**src/rtl/ksa32_top.sv**
```systemverilog
// ksa32_top: 32-bit Kogge-Stone adder (carry-in 0) with registered sum, carry-out and signed overflow
module ksa32_top (
    input  logic        clk,
    input  logic        rst_n,
    input  logic [31:0] A,
    input  logic [31:0] B,
    output logic [31:0] SUM,
    output logic        COUT,
    output logic        overflow
);
    logic [5:0][31:0] g;
    logic [3:0][31:0] p;
    logic [31:0]      sum;
    logic             cout, ovf;
    assign g[0] = A & B;
    assign p[0] = A ^ B;
    for (genvar l = 0; l < 5; l++) begin : lvl
        for (genvar i = 0; i < 32; i++) begin : bit_
            if (i < (1 << l)) begin : pass
                assign g[l+1][i] = g[l][i];
                if (l < 3) begin : pp
                    assign p[l+1][i] = p[l][i];
                end
            end else if (l < 4) begin : comb
                assign g[l+1][i] = g[l][i] | (p[l][i] & g[l][i-(1<<l)]);
                if (l < 3) begin : pp
                    assign p[l+1][i] = p[l][i] & p[l][i-(1<<l)];
                end
            end else begin : last
                // level-4 propagate is only needed here, so it is formed inline
                assign g[5][i] = g[4][i] | (p[3][i] & p[3][i-8] & g[4][i-16]);
            end
        end
    end
    assign sum  = p[0] ^ {g[5][30:0], 1'b0};
    assign cout = g[5][31];
    assign ovf  = g[5][31] ^ g[5][30];
    always_ff @(posedge clk or negedge rst_n) begin
        if (!rst_n) begin
            SUM      <= '0;
            COUT     <= 1'b0;
            overflow <= 1'b0;
        end else begin
            SUM      <= sum;
            COUT     <= cout;
            overflow <= ovf;
        end
    end
endmodule

```
**config.mk**
```make
export PLATFORM = sky130hd
export DESIGN_NAME = ksa32_top
export DESIGN_NICKNAME = d
export VERILOG_FILES = /design/src/rtl/ksa32_top.sv
export SDC_FILE = /design/constraint.sdc
export NUM_CORES = 1
export LEC_CHECK = 0
export CAP_MARGIN = 20
export CORE_ASPECT_RATIO = 0.7
export CORE_MARGIN = 2
export CORE_UTILIZATION = 44
export DETAILED_ROUTE_END_ITERATION = 8
export PLACE_DENSITY = 0.8
export SLEW_MARGIN = 20
export SYNTH_ARGS = -nofsm -noshare
export SYNTH_HDL_FRONTEND = slang
export SYNTH_SLANG_ARGS = --single-unit
```
**constraint.sdc**
```tcl
create_clock -name clk -period 0.8 [get_ports clk]
set_clock_uncertainty 0.2 [all_clocks]
set_input_delay 0.08 -clock clk [delete_from_list [all_inputs] [get_ports clk]]
set_output_delay 0.08 -clock clk [all_outputs]
set_load 0.02 [all_outputs]
```
==> results of run 1 <==
-- stage by stage --
step | worst slack, ns | std cells | hold slack (ns) | util (%)
after floorplan | -1.50 | 270 | -0.416 | -
after detailed placement | -2.21 | 521 | -0.145 | 81.5
after CTS | -1.41 | 550 | -0.207 | 94.8
after global placement | -2.09 | 521 | -0.151 | 81.5
-- synth_stat cells (all sizes together) --
| library cell | n | area share (%) |
|---|---|---|
| a21oi | 34 | 7.2 |
| dfrtp | 34 | 34 |
| ha | 32 | 16 |
| nor2 | 25 | 3.7 |
| nand2 | 20 | 3.1 |
| xnor2 | 19 | 6.6 |
| o21ai | 17 | 3.4 |
| a21o | 11 | 3.3 |
| nor3 | 8 | 1.6 |
| xor2 | 8 | 2.8 |
| inv | 7 | 1.0 |
| nand3 | 6 | 1.2 |
| o21a | 6 | 2.1 |
| clkbuf | 4 | 0.60 |
| nand4 | 4 | 1.0 |
| nor2b | 4 | 1.0 |
| o211ai | 4 | 1.4 |
| a311o | 3 | 1.2 |
| a31oi | 3 | 0.75 |
| a211o | 2 | 0.70 |
| a211oi | 2 | 0.60 |
| o311ai | 2 | 1.0 |
| o31ai | 2 | 1.1 |
| a21boi | 1 | 0.30 |
| and2 | 1 | 0.25 |
| and4 | 1 | 0.35 |
| buf | 1 | 0.20 |
| fa | 1 | 0.80 |
| mux2i | 1 | 0.40 |
| nand2b | 1 | 0.25 |
| nand3b | 1 | 0.30 |
| nor3b | 1 | 0.30 |
| nor4 | 1 | 0.25 |
| o211a | 1 | 0.40 |
| o21bai | 1 | 0.30 |
| o31a | 1 | 0.35 |
-- what timing repair did --
action	in CTS
setup endpoints to repair	68
resized for setup	400
gates cloned	0
pin swaps	81
buffers inserted	24
hold endpoints to repair	36
hold buffers	1
-- cells by family after synthesis --
group,after synthesis,share of synthesized area (%)
compound gates,90,24.2
simple gates,73,13.3
flops,34,34.0
fa+ha+maj,33,16.8
xor+xnor,27,9.44
buf+inv,12,1.85
mux,1,0.400
==> impl_metrics.py, run 1 <==
metrics = {
    "outcome": {
        "status": "did not finish",
        "lastStage": "5_1_grt",
        "firstError": "[ERROR DPL-0038] Utilization greater than 100%, impossible to legalize",
    },
    "place": {
        "dp_hpwl_um": 6490,
        "gp_congestion": 0.889,
        "io_buffers": 99,
        "place_area_um2": 4370,
    },
    "floorplan": {
        "io_pins": 100,
        "rows": 22,
        "die_h_um": 67.1,
        "start_util_pct": 46.7,
        "die_w_um": 94.2,
    },
    "logic_synthesis": {
        "synth.distinct_cells": 44,
        "synth_nets": 369,
        "synth_area_um2": 2500,
        "ys_seq_area_share_pct": 34.0,
        "ys_ff_latch": 34,
        "yosys_warnings": 0,
        "synth.avg_cell_area_um2": 9.28,
        "syn_inst": 270,
    },
    "clocking": {
        "cts_made_buffers": 5,
        "root_buffer": "clkbuf_8",
        "htreeDepth": 2,
        "clk_path_buf_depth": 2,
        "cts.sinks": 34,
    },
    "global_route": {
        "grt_max_degree": 35,
    },
    "sta": {
        "worst-ep-kind": "register input",
        "worst_endpoint": "SUM[30]$_DFF_PN0_/D",
    },
}
==> inputs of run 2 (changes only) <==
--- a/config.mk
+++ b/config.mk
@@ -6,11 +6,10 @@
 export NUM_CORES = 1
 export LEC_CHECK = 0
 export CAP_MARGIN = 20
-export CORE_ASPECT_RATIO = 0.7
 export CORE_MARGIN = 2
-export CORE_UTILIZATION = 44
+export CORE_UTILIZATION = 40
 export DETAILED_ROUTE_END_ITERATION = 8
-export PLACE_DENSITY = 0.8
+export PLACE_DENSITY_LB_ADDON = 0.15
 export SLEW_MARGIN = 20
 export SYNTH_ARGS = -nofsm -noshare
 export SYNTH_HDL_FRONTEND = slang
==> run 2 against run 1 <==
  * The flow now finishes, with violations (negative hold slack, negative setup slack)
  * Synthesized area stayed put
  * Synthesized cell count is the same
==> impl_metrics.py, run 2 <==
metrics = {
    "pwr": {
        "p_leak_nw": 2.44,
        "powerDensity_nw_per_um2": 1660,
        "power_mw": 8.97,
        "vdd_drop_max_uv": 1210,
    },
    "final_layout": {
        "top_regs": "SUM (32), COUT (1), overflow (1)",
        "final_area_um2": 5410,
        "final_common_cell": "buf_4",
        "final_util_pct": 90.2,
        "fillers": 245,
        "drive_gt1_share_pct": 57.9,
        "final-instance-count-excl-fill": 567,
        "largest_register": "SUM",
        "num_antenna_cells": 0,
        "fin_nets": 591,
        "area_growth_syn_to_layout_pct": 116,
        "layout_common_cells": "buf_4, buf_6, dfrtp_1, ha_4, dlygate4sd2_1",
        "largest_reg_flops": 32,
    },
    "sta": {
        "grt_setup_unrepaired": "yes",
        "setup_ws_ns": -1.56,
        "worst_slew_pin_slew_ns": 0.388,
        "slew_headroom_pct": 73.9,
        "hold_ws_ns": -0.199,
        "max_freq_mhz": 423,
        "setup_viol": 67,
        "hold_viol": 2,
        "final.min_clock_period_ns": 2.36,
        "setup_tns_ns": -46.25,
        "slew_viol_final": 0,
        "period_share_pct": 295,
    },
    "logic_synthesis": {
        "synth_nets": 369,
        "synth_most_common_cell": "dfrtp_1",
        "synth_edf_count": 0,
        "synthTopCellsByArea": "dfrtp_1, ha_1, xnor2_1",
        "synth_flop_cell": "dfrtp_1",
        "yosysTopAreaCell": "dfrtp_1",
        "syn_inst": 270,
        "synth.distinct_cells": 44,
        "synth.avg_cell_area_um2": 9.28,
        "ys_ff_latch": 34,
        "netlist.area_leader.share_pct": 34.0,
        "yosys_warnings": 0,
        "synth_commonest_cells": "dfrtp_1, a21oi_1, ha_1",
        "ys_seq_area_share_pct": 34.0,
        "async_flop_share_pct": 100,
        "synth_area_um2": 2500,
    },
    "setup_path": {
        "cp_slowest_stage_delay_ns": 0.36,
        "start_kind": "input pin",
        "worstSetupPathType": "input pin to flop",
        "crit_fanout": 2,
        "cpMostUsedCell": "a211o_1",
        "cp.arrival_ns": 2.32,
        "cp.required_ns": 0.76,
        "critical-path-slowest-cell": "a211o_1",
        "critical_path.cell_chain": "buf_6, ha_4, fa_2, a211o_1, o211ai_2, a211o_1, a21oi_4, nand2_2, o21a_4, o31ai_4, buf_12, mux2i_1, o211ai_1",
        "critPathCaptureType": "flop",
    },
    "floorplan": {
        "start_util_pct": 41.8,
        "io_pins": 100,
        "rows": 28,
        "die_h_um": 83.1,
        "die_w_um": 83.1,
        "die_area_um2": 6910,
        "core_um2": 5990,
    },
    "clocking": {
        "root_buffer": "clkbuf_8",
        "cts_hold_buf": 1,
        "cts_made_buffers": 5,
        "clk_path_buf_depth": 2,
        "clk_pin_slew_ns": 0.07,
        "cts.sinks": 34,
        "htreeDepth": 2,
        "cts_tree": "yes",
    },
    "global_route": {
        "grt_pass1_wl_um": 16100,
        "grt_usage_pct": 28.8,
        "grt_max_degree": 35,
        "grt_pass1_vias": 3320,
        "grt_overflow_total": 0,
        "antenna_found_initial": 0,
    },
    "place": {
        "place_ws_ns": -2.14,
        "place_area_um2": 4350,
        "io_buffers": 99,
        "dp.cells": 522,
        "gp_congestion": 0.851,
        "dp_hpwl_um": 5810,
    },
    "outcome": {
        "violations": "negative hold slack, negative setup slack",
        "status": "complete, but fails checks",
    },
    "routing": {
        "post_drt_wl_per_cell_um": 21.9,
        "dr.pass1.iters": 6,
        "routed_wl_um": 12400,
        "ant_nets": 0,
        "drt_iter0_drc": 213,
        "vias": 3388,
        "via_per_inst": 5.98,
        "drc": 0,
    },
    "run": {
        "maxCapViolations": 0,
    },
    "hold_path": {
        "hp-class": "input pin to flop",
    },
}
==> run 2: cell counts after synthesis <==
Identical to the previous run, type by type.
==> run 2: cells by family after synthesis <==
kind of cell / count (synthesis) / synth area share [%]
compound gates: 90 / 24.2
xor+xnor: 27 / 9.44
fa+ha+maj: 33 / 16.8
buf+inv: 12 / 1.85
flops: 34 / 34.0
mux: 1 / 0.400
simple gates: 73 / 13.3
==> run 2: worst paths after layout <==
| check | start | end | slack (ns) | depth (start not counted) |
|---|---|---|---|---|
| setup / recovery | B[0] | SUM[30] | -1.56 | 13 |
| min in group asynchronous | rst_n | SUM[2] | 0.09 | 3 |
| max in group asynchronous | rst_n | SUM[30] | 0.12 | 3 |
| hold / removal | A[0] | SUM[0] | -0.20 | 2 |
==> run 2: final cells by class <==
cell class | instances | area, um^2 | area share (%)
repair buffers | 220 | 2020 | 37.3
clock buffers | 6 | 82.6 | 1.53
well taps | 75 | 93.8 | 1.74
inverters | 7 | 26.3 | 0.486
clock inverters | 1 | 30.0 | 0.555
multi-input cells | 224 | 2300 | 42.6
flip-flops and latches | 34 | 851 | 15.7
==> run 2: critical path: cells and delay by family <==
kind | cells | cell delay, ns
compound gates | 7 | 1.41
fa+ha+maj | 2 | 0.35
buf+inv | 2 | 0.22
mux | 1 | 0.18
simple gates | 1 | 0.07
==> run 2: per-layer routing <==
layer | global-route usage [%] | share of wire, % | wire length, um
met1 | 32.2 | 35 | 4290
met2 | 52.8 | 51 | 6320
met3 | 4.77 | 7.1 | 878
met4 | 13.6 | 7.6 | 945
met5 | 0 | 0 | 0
==> run 2: report_power, final <==
group	leakage, nW	switching [mW]	internal (mW)
Combinational	1.99	2.37	2.60
Sequential	0.396	0.221	2.08
Clock	0.0573	0.700	0.998
Total	2.44	3.29	5.68
==> run 2: what timing repair did <==
item                                   in CTS  in global routing
endpoints found under the hold margin      36                  2
buffers inserted                           31                 13
pin swaps                                  74                 43
setup endpoints to repair                  68                 67
gates resized for setup                   417                 47
(Power assumes the default switching activity.)
